[src/rtl/lo_divider_pkg.sv]
// Shared types and constants for the LO divider: state encoding, half-period base,
// settings-code and dwell-counter widths.
package lo_divider_pkg;

  localparam int BASE_HALF = 4;
  localparam int CODE_W    = 3;
  localparam int CNT_W     = 9;

  typedef enum logic [2:0] {
    P_HIGH  = 3'd0,
    DEAD_PN = 3'd1,
    N_HIGH  = 3'd2,
    DEAD_NP = 3'd3,
    EXT     = 3'd4
  } lo_state_e;

  // Half-period in clk cycles for divide code k: BASE_HALF << k (4..512).
  function automatic logic [CNT_W:0] half_period(input logic [CODE_W-1:0] k);
    return (CNT_W + 1)'(BASE_HALF) << k;
  endfunction

endpackage

[src/rtl/lo_divider_if.sv]
// LO divider signal bundle: asynchronous control/LO inputs, registered LO outputs,
// and the FSM state exposed for debug.
interface lo_divider_if;
  import lo_divider_pkg::*;

  logic              ext_lo_en;
  logic              ext_lo_p;
  logic              ext_lo_n;
  logic [CODE_W-1:0] int_lo_settings;
  logic              lo_p;
  logic              lo_n;
  logic              lo_active;
  lo_state_e         state;

  // master drives the asynchronous inputs; slave (the divider) drives the LO outputs.
  modport master (
    output ext_lo_en, ext_lo_p, ext_lo_n, int_lo_settings,
    input  lo_p, lo_n, lo_active, state
  );

  modport slave (
    input  ext_lo_en, ext_lo_p, ext_lo_n, int_lo_settings,
    output lo_p, lo_n, lo_active, state
  );

endinterface

[src/rtl/lo_sync.sv]
// Multi-flop single-bit synchronizer with asynchronous active-low reset to 0.
module lo_sync #(
  parameter int STAGES = 2
) (
  input  logic clk,
  input  logic rst_n,
  input  logic d_i,
  output logic q_o
);

  logic [STAGES-1:0] sync_q;

  always_ff @(posedge clk or negedge rst_n) begin
    if (!rst_n) begin
      sync_q <= '0;
    end else begin
      sync_q <= {sync_q[STAGES-2:0], d_i};
    end
  end

  assign q_o = sync_q[STAGES-1];

endmodule

[src/rtl/lo_divider.sv]
// LO divider: divides clk into a two-phase LO with optional non-overlap gaps
// (enabled by macro LO_DIVIDER_DEADTIME_EN) and an external-LO pass-through mode.
module lo_divider
  import lo_divider_pkg::*;
#(
  parameter int DEAD_CYCLES = 1,
  parameter int SYNC_STAGES = 2
) (
  input logic         clk,
  input logic         rst_n,
  lo_divider_if.slave bus
);

  if (DEAD_CYCLES < 1 || DEAD_CYCLES > 3 || SYNC_STAGES < 2 || SYNC_STAGES > 3) begin : g_param_check
    $error("lo_divider: DEAD_CYCLES must be 1..3 and SYNC_STAGES 2..3");
  end

  logic              s_en;
  logic              s_p;
  logic              s_n;
  logic [CODE_W-1:0] s_code;

  lo_sync #(.STAGES(SYNC_STAGES)) u_sync_en (.clk(clk), .rst_n(rst_n), .d_i(bus.ext_lo_en), .q_o(s_en));
  lo_sync #(.STAGES(SYNC_STAGES)) u_sync_p  (.clk(clk), .rst_n(rst_n), .d_i(bus.ext_lo_p),  .q_o(s_p));
  lo_sync #(.STAGES(SYNC_STAGES)) u_sync_n  (.clk(clk), .rst_n(rst_n), .d_i(bus.ext_lo_n),  .q_o(s_n));

  for (genvar i = 0; i < CODE_W; i++) begin : g_code_sync
    lo_sync #(.STAGES(SYNC_STAGES)) u_sync_code (
      .clk(clk), .rst_n(rst_n), .d_i(bus.int_lo_settings[i]), .q_o(s_code[i])
    );
  end

  lo_state_e         state_q, state_d;
  logic [CNT_W-1:0]  cnt_q, cnt_d;
  logic [CODE_W-1:0] code_q, code_d;
  logic              lo_p_q, lo_p_d;
  logic              lo_n_q, lo_n_d;
  logic              active_q, active_d;

  logic [CNT_W:0]    half_len;
  logic [CNT_W:0]    high_len;
  logic              high_last;
  logic              take_branch;

  assign half_len = half_period(code_q);

`ifdef LO_DIVIDER_DEADTIME_EN
  logic dead_last;
  assign high_len  = half_len - (CNT_W + 1)'(DEAD_CYCLES);
  assign dead_last = (cnt_q == CNT_W'(DEAD_CYCLES - 1));
`else
  assign high_len  = half_len;
`endif

  // The counter counts up from 0 to dwell-1, so it never exceeds 511.
  assign high_last = ({1'b0, cnt_q} == (high_len - 1'b1));

  always_comb begin
    state_d     = state_q;
    cnt_d       = cnt_q + 1'b1;
    code_d      = code_q;
    take_branch = 1'b0;
    case (state_q)
      P_HIGH: begin
        if (high_last) begin
          cnt_d = '0;
`ifdef LO_DIVIDER_DEADTIME_EN
          state_d = DEAD_PN;
`else
          state_d = N_HIGH;
`endif
        end
      end
      DEAD_PN: begin
`ifdef LO_DIVIDER_DEADTIME_EN
        if (dead_last) begin
          cnt_d   = '0;
          state_d = N_HIGH;
        end
`else
        cnt_d   = '0;
        state_d = N_HIGH;
`endif
      end
      N_HIGH: begin
        if (high_last) begin
          cnt_d = '0;
`ifdef LO_DIVIDER_DEADTIME_EN
          state_d = DEAD_NP;
`else
          take_branch = 1'b1;
`endif
        end
      end
      DEAD_NP: begin
`ifdef LO_DIVIDER_DEADTIME_EN
        take_branch = dead_last;
`else
        take_branch = 1'b1;
`endif
      end
      EXT: begin
        cnt_d = '0;
        if (!s_en) begin
`ifdef LO_DIVIDER_DEADTIME_EN
          state_d = DEAD_NP;
`else
          state_d = P_HIGH;
`endif
        end
      end
      default: begin
        cnt_d   = '0;
        state_d = DEAD_NP;
      end
    endcase

    if (take_branch) begin
      cnt_d   = '0;
      state_d = s_en ? EXT : P_HIGH;
    end

    // The divide code only changes at the start of a period.
    if (state_d == P_HIGH && state_q != P_HIGH) begin
      code_d = s_code;
    end

    lo_p_d = 1'b0;
    lo_n_d = 1'b0;
    case (state_d)
      P_HIGH:  lo_p_d = 1'b1;
      N_HIGH:  lo_n_d = 1'b1;
      EXT: begin
        lo_p_d = s_p & ~s_n;
        lo_n_d = s_n & ~s_p;
      end
      default: ;
    endcase

    active_d = active_q | (state_d == P_HIGH) | (state_d == EXT);
  end

  always_ff @(posedge clk or negedge rst_n) begin
    if (!rst_n) begin
      state_q  <= DEAD_NP;
      cnt_q    <= '0;
      code_q   <= '0;
      lo_p_q   <= 1'b0;
      lo_n_q   <= 1'b0;
      active_q <= 1'b0;
    end else begin
      state_q  <= state_d;
      cnt_q    <= cnt_d;
      code_q   <= code_d;
      lo_p_q   <= lo_p_d;
      lo_n_q   <= lo_n_d;
      active_q <= active_d;
    end
  end

  assign bus.lo_p      = lo_p_q;
  assign bus.lo_n      = lo_n_q;
  assign bus.lo_active = active_q;
  assign bus.state     = state_q;

endmodule

[src/flat_wrapper.sv]
// flat-port wrapper written by rule: the top's interface ports become plain ports
module lo_divider_flat import lo_divider_pkg::*;
#(
  parameter int DEAD_CYCLES = 1,
  parameter int SYNC_STAGES = 2
)
  (clk, rst_n, bus_ext_lo_en, bus_ext_lo_p, bus_ext_lo_n, bus_int_lo_settings, bus_lo_p, bus_lo_n, bus_lo_active, bus_state);
  lo_divider_if bus_i ();
  input logic clk;
  input logic rst_n;
  input wire logic [$bits(bus_i.ext_lo_en)-1:0] bus_ext_lo_en;
  input wire logic [$bits(bus_i.ext_lo_p)-1:0] bus_ext_lo_p;
  input wire logic [$bits(bus_i.ext_lo_n)-1:0] bus_ext_lo_n;
  input wire logic [$bits(bus_i.int_lo_settings)-1:0] bus_int_lo_settings;
  output wire logic [$bits(bus_i.lo_p)-1:0] bus_lo_p;
  output wire logic [$bits(bus_i.lo_n)-1:0] bus_lo_n;
  output wire logic [$bits(bus_i.lo_active)-1:0] bus_lo_active;
  output wire logic [$bits(bus_i.state)-1:0] bus_state;
  assign bus_i.ext_lo_en = bus_ext_lo_en;
  assign bus_i.ext_lo_p = bus_ext_lo_p;
  assign bus_i.ext_lo_n = bus_ext_lo_n;
  assign bus_i.int_lo_settings = bus_int_lo_settings;
  assign bus_lo_p = bus_i.lo_p;
  assign bus_lo_n = bus_i.lo_n;
  assign bus_lo_active = bus_i.lo_active;
  assign bus_state = bus_i.state;
  lo_divider #(.DEAD_CYCLES(DEAD_CYCLES), .SYNC_STAGES(SYNC_STAGES)) u_core (.clk(clk), .rst_n(rst_n), .bus(bus_i));
endmodule
[config.mk]
export PLATFORM = sky130hd
export DESIGN_NAME = lo_divider_flat
export DESIGN_NICKNAME = d
export VERILOG_FILES = /design/src/rtl/lo_divider_pkg.sv /design/src/rtl/lo_divider_if.sv /design/src/rtl/lo_sync.sv /design/src/rtl/lo_divider.sv /design/src/flat_wrapper.sv
export SDC_FILE = /design/constraint.sdc
export NUM_CORES = 1
export LEC_CHECK = 0
export CAP_MARGIN = 20
export CORE_MARGIN = 5
export CORE_UTILIZATION = 58
export DETAILED_ROUTE_END_ITERATION = 6
export PLACE_DENSITY = 0.82
export RECOVER_POWER = 25
export REMOVE_ABC_BUFFERS = 1
export SYNTH_ARGS = -nofsm -noshare
export SYNTH_HDL_FRONTEND = slang
export SYNTH_HIERARCHICAL = 1
export SYNTH_SLANG_ARGS = --single-unit
[constraint.sdc]
create_clock -name clk -period 3.1 [get_ports clk]
set_clock_uncertainty 0.05 [all_clocks]
set_input_delay 0.31 -clock clk [delete_from_list [all_inputs] [get_ports clk]]
set_output_delay 0.31 -clock clk [all_outputs]
set_load 0.005 [all_outputs]
# --- Word-level counts from Yosys, hierarchy flattened ---
# Cells that the tools add are included.
word_totals:
  ff_bits: 30
  in_bits: 8
  output_inout_bits: 6
  elab_cells: 46
op_classes:
  add_sub_neg: 2
  n_eq_ne: 7
  shift: 1
  n_mux: 12
  bitwise: 6
  reduce_logical: 6
ops:
  columns: ["op", "n"]
  rows:
  - ["9-bit 2-to-1 mux", 2]
  - ["9-bit one-hot mux with 2 select lines", 1]
  - ["3-bit 2-to-1 mux", 4]
  - ["3-bit one-hot mux with 4 select lines", 1]
  - ["9-bit by 10-bit == test with 1-bit output", 1]
  - ["3-bit by 3-bit left shift with 10-bit output (first input constant)", 1]
  - ["10-bit by 1-bit subtractor with 10-bit output (second input constant)", 1]
  - ["9-bit by 1-bit adder with 9-bit output (second input constant)", 1]
  - ["3-bit by 2-bit == test with 1-bit output (second input constant)", 3]
  - ["3-bit == test (second input constant)", 2]
  - ["3-bit logical NOT", 2]
  - ["1-bit one-hot mux with 2 select lines", 3]
  - ["2-bit OR reduction", 2]
  - ["3-bit by 1-bit == test with 1-bit output (second input constant)", 1]
  - ["3-bit nonzero test", 1]
  - ["1-bit bitwise AND", 2]
  - ["1-bit NOT", 2]
  - ["1-bit bitwise OR", 2]
  - ["1-bit logical AND", 1]
  - ["1-bit 2-to-1 mux", 1]

# --- Depth between registers and ports, before layout ---
depth:
  depth_word: 9
  depth_mapped: 7

# --- Cells and area by module ---
# The synthesis kept the hierarchy.
modules_own_cells:
  columns: ["mod", "instances", "cells_per_inst", "area_each_um2"]
  rows:
  - ["lo_divider", 1, 103, 1007.2]
  - ["lo_sync", 6, 2, 50.0]

# --- Worst setup path after synthesis ---
# OpenSTA, ideal clock, no wires.
synth_timing:
  kind: "reg2reg"
  from: "register u_core.code_q[1]"
  to: "register u_core.code_q[0]"
  arrival_ps: 1732
  required_ps: 2922
  path_slack_ps: 1190
  stages_incl_launch_ff: 6
  path_buffers: 1
  period_less_slack_ps: 1910
  cell_sequence: "dfrtp_1 buf_2 a2111o_1 a2111oi_4 a32oi_2 mux2_1"
synth_between:
  elab_chain_len: 8
  elab_cells_between_ends: 10
  classes_between: "1 x add/sub; 1 x eq/ne; 1 x shift; 5 x mux; 2 x reduce/logical"
synth_lines:
  columns: ["item", "line_no", "text"]
  rows:
  - ["start, declared", "lo_divider.sv:35", "logic [CODE_W-1:0] code_q, code_d;"]
  - ["start signal, assigned", "lo_divider.sv:154", "code_q <= code_d;"]
  - ["3-bit by 3-bit left shift with 10-bit output (*)", "lo_divider_pkg.sv:19", "return (CNT_W + 1)'(BASE_HALF) << k;"]
  - ["10-bit by 1-bit subtractor with 10-bit output (*)", "lo_divider.sv:56", "assign high_last = ({1'b0, cnt_q} == (high_len - 1'b1));"]
  - ["9-bit by 10-bit == test with 1-bit output (*)", "lo_divider.sv:56", null]
  - ["3-bit 2-to-1 mux or 1-bit 2-to-1 mux (tied branches)", "lo_divider.sv:65, lo_divider.sv:86", null]
  - ["3-bit one-hot mux with 4 select lines or 1-bit one-hot mux with 2 select lines (tied branches)", "lo_divider.sv:63", "case (state_q)"]
  - ["3-bit 2-to-1 mux (*)", "lo_divider.sv:118", "if (take_branch) begin"]
  - ["3-bit logical NOT (*)", "lo_divider.sv:124", "if (state_d == P_HIGH && state_q != P_HIGH) begin"]
  - ["1-bit logical AND (*)", "lo_divider.sv:124", null]
# Mark *: on every way between the ends. The rest lies on a longest branch, timed or not.
# A chain may end at the register's enable or synchronous reset.

# --- Worst setup path after layout ---
layout_timing:
  from: "register u_core.code_q[1]"
  to: "register u_core.active_q, in the netlist u_core/bus.lo_active"
layout_between:
  elab_chain_len: 9
  elab_cells_between_ends: 12
  classes_between: "1 x add/sub; 2 x eq/ne; 1 x shift; 5 x mux; 2 x bitwise; 1 x reduce/logical"
layout_lines:
  columns: ["item", "line_no", "text"]
  rows:
  - ["3-bit by 3-bit left shift with 10-bit output (*)", "lo_divider_pkg.sv:19", null]
  - ["10-bit by 1-bit subtractor with 10-bit output (*)", "lo_divider.sv:56", null]
  - ["9-bit by 10-bit == test with 1-bit output (*)", "lo_divider.sv:56", null]
  - ["3-bit 2-to-1 mux or 1-bit 2-to-1 mux (tied branches)", "lo_divider.sv:65, lo_divider.sv:86", null]
  - ["3-bit one-hot mux with 4 select lines or 1-bit one-hot mux with 2 select lines (tied branches)", "lo_divider.sv:63", null]
  - ["3-bit 2-to-1 mux (*)", "lo_divider.sv:118", null]
  - ["3-bit logical NOT", "lo_divider.sv:140", "active_d = active_q | (state_d == P_HIGH) | (state_d == EXT);"]
  - ["1-bit bitwise OR", "lo_divider.sv:140", null]
  - ["1-bit bitwise OR (*)", "lo_divider.sv:140", null]
  - ["via u_core.active_d", "lo_divider.sv:38", "logic active_q, active_d;"]
  - ["end signal, assigned", "lo_divider.sv:157", "active_q <= active_d;"]
  - ["end, declared", "lo_divider.sv:38", null]
# The timed path passes the listed nets; every way through them passes the cells marked *.

==> flow_metrics.env <==
export IMPL_synth_cells_most_frequent="dfrtp_1 (28), nor2_1 (15), nand2_1 (7), nand3_1 (7), inv_1 (6)"
export IMPL_ctsHoldBuffers=0
export IMPL_clockBufferDepth=2
export IMPL_setup_tns_final_ps=0
export IMPL_dpl_cell_area_mm2=0.00146
export IMPL_drive_gt1_share_pct=9.77
export IMPL_wirelength_um=2300
export IMPL_slowest_stage="dfrtp_1"
export IMPL_clock_sinks=30
export IMPL_antenna_left=0
export IMPL_async_reset_ff_share_pct=100
export IMPL_cts_resized_gates=0
export IMPL_final_core_util_pct=69.3
export IMPL_synth_avg_cell_area_um2=11.4
export IMPL_wl_per_cell_um=14.3
export IMPL_totalPowerFinal_uw=1260
export IMPL_cts_setup_buffers=0
export IMPL_grt_overflow=0
export IMPL_nets=141
export IMPL_port_buffer_count=13
export IMPL_synth_top_area_share_pct=53.6
export IMPL_power_leakage_uw=0.000666
export IMPL_fin_area_mm2=0.00152
export IMPL_die_area_mm2=0.00330
export IMPL_grt_usage_pct=16.2
export IMPL_coreArea_mm2=0.00219
export IMPL_grt_util_met2_pct=25.8
export IMPL_nFillCells=171
export IMPL_antenna_found_initial=0
export IMPL_cpPeakStageDelay_ps=510
export IMPL_synth_edf_count=0
export IMPL_critPathRequiredTime_ps=3250
export IMPL_num_antenna_cells=0
export IMPL_finalHoldViolCount=0
export IMPL_grt_pass1_vias=941
export IMPL_status="complete, but fails checks"
export IMPL_crit_family="compound AO/OA/AOI/OAI gates"
export IMPL_worst_pin_slew_ps=1500
export IMPL_hold_path_class="flip-flop to flip-flop"
export IMPL_crit_path_end_kind="flip-flop"
export IMPL_whs_ps=300
export IMPL_die_width_um=57.5
export IMPL_max_vdd_ir_drop_mv=0.511
export IMPL_synth_seq_cells=30
export IMPL_drt_iter0_drc=30
export IMPL_cts_tree="done"
export IMPL_rsz0062_at_grt="false"
export IMPL_startpoint_type="flip-flop"
export IMPL_htree_levels=2
export IMPL_syn_inst=115
export IMPL_pin_count=14
export IMPL_grt_pass1_wl_um=3980
export IMPL_clock_latency_ps=320
export IMPL_cap_violations=1
export IMPL_num_vias=921
export IMPL_drc_errors=0
export IMPL_cp_cell_sequence="a2111o_1 > a21oi_1 > nand3_1 > a221o_1"
export IMPL_synth_main_ff_cell="dfrtp_1"
export IMPL_busiest_layer="met2"
export IMPL_use_met1_pct=18.0
export IMPL_fmax_mhz=482
export IMPL_finalSetupViolCount=0
export IMPL_dp_hpwl_um=1670
export IMPL_min_period_ps=2070
export IMPL_criticalPathCategory="flip-flop to flip-flop"
export IMPL_violations="capacitance limit"
export IMPL_area_delta_synth_final_pct=16.1
export IMPL_period_share_pct=66.9
export IMPL_clkTransAtPathRegs_ps=90
export IMPL_vias_per_cell=5.72
export IMPL_grt_max_degree=31
export IMPL_place_congestion=0.817
export IMPL_use_met3_pct=8.60
export IMPL_drt_pass1_iter_count=4
export IMPL_core_rowCount=17
export IMPL_initial_core_util_pct=59.7
export IMPL_syn_area_mm2=0.00131
export IMPL_yosys_warnings=6
export IMPL_die_h_um=57.5
export IMPL_synthTopCellsByArea="dfrtp_1 (54%), nor2_1 (4.3%), dfstp_2 (4.0%), xnor2_1 (3.3%), nand3_1 (2.7%)"
export IMPL_finalMaxSlewViolations=0
export IMPL_powerDensity_mw_per_mm2=828
export IMPL_yosys_area_top_type="dfrtp_1"
export IMPL_cts_made_buffers=5
export IMPL_cts_root_buf="clkbuf_4"
export IMPL_critPathArrivalTime_ps=2220
export IMPL_path_max_fanout=12
export IMPL_yosysUniqueCellTypes=37
export IMPL_critPathBufInv=0
export IMPL_slew_headroom_pct=0.144
export IMPL_seq_area_frac_synth_pct=57.6
export IMPL_yosysMostFrequentCell="dfrtp_1"
-- cells in the final DEF (no fill, tap or decap), types with 2 or more instances in the layout --
cell type        instances
dfrtp_1                 28
nor2_1                  15
dlygate4sd3_1            7
nand3_1                  7
nand2_1                  7
clkdlybuf4s50_1          6
inv_1                    6
clkbuf_4                 5
o21ai_0                  5
xnor2_1                  5
xor2_1                   3
mux2_1                   3
clkbuf_1                 2
a21oi_1                  2
a211oi_1                 2
a21o_1                   2
a22oi_1                  2
a211o_1                  2
dfstp_2                  2
-- worst register-to-register path, delay by kind of cell, from the launching register on --
family / cells / cell delay (ps)
simple gates: 1 / 170
compound gates: 3 / 1220
flops: 1 / 510
-- stage by stage --
step	instances	setup slack (ps)
2_1_floorplan	111	1250
3_3_place_gp	153	1110
3_5_place_dp	153	1050
4_1_cts	161	1030
5_1_grt	161	895
6_report	161	1030
-- where the power goes --
part           switching, uW  total, uW  internal [uW]
clock                    121        231            110
sequential               130        617            487
combinational            210        409            199
total                    460       1260            796
-- final cells by class --
class                      count  area (um^2)  area share, %
tap                           28         35.0           2.31
multi-input combinational     74          509           33.6
clock buffer                   7         55.1           3.63
sequential                    30          753           49.6
timing repair buffer          14          134           8.82
clock inverter                 1         5.00          0.330
inverter                       7         26.3           1.73
-- registers in the layout (all words and copies together), names as in the netlist --
register	flops
u_core/cnt_q	9
u_core/g_code_sync.u_sync_code/sync_q	6
u_core/bus.state	3
u_core/code_q	3
u_core/u_sync_en/sync_q	2
u_core/u_sync_n/sync_q	2
u_core/u_sync_p/sync_q	2
u_core/bus.lo_active	1
u_core/bus.lo_n	1
u_core/bus.lo_p	1
-- layer usage --
| metal | routed length (um) | vias up |
|---|---|---|
| met3 | 120 | 7 |
| met4 | 40 | 0 |
| met1 | 974 | 450 |
| met2 | 1170 | 23 |
| met5 | 0 | - |
| li1 | - | 441 |
-- cell families after synthesis --
| kind of cell | Yosys count | synth area share (%) |
|---|---|---|
| AOI/OAI and AO/OA | 27 | 17.9 |
| xor gates and xnor gates | 8 | 5.36 |
| adders and majority gates | 1 | 0.957 |
| buffers and inverters | 11 | 3.44 |
| DFF | 30 | 57.6 |
| muxes | 3 | 2.58 |
| and+or+nand+nor | 35 | 12.2 |
-- worst paths after layout --
kind,from,to,slack [ps],cells after the start
setup / recovery,u_core/code_q[1]$_DFFE_PN0P_,u_core/bus.lo_active$_DFF_PN0_,1030,4
hold / removal,u_core/u_sync_en/sync_q[0]$_DFF_PN0_,u_core/u_sync_en/sync_q[1]$_DFF_PN0_,300,0
setup reg to reg,u_core/code_q[1]$_DFFE_PN0P_,u_core/bus.lo_active$_DFF_PN0_,1030,4
hold reg to reg,u_core/u_sync_en/sync_q[0]$_DFF_PN0_,u_core/u_sync_en/sync_q[1]$_DFF_PN0_,300,0
max in group asynchronous,rst_n,u_core/u_sync_n/sync_q[1]$_DFF_PN0_,1290,2
min in group asynchronous,rst_n,u_core/cnt_q[3]$_DFF_PN0_,830,2
(Power assumes the default switching activity.)
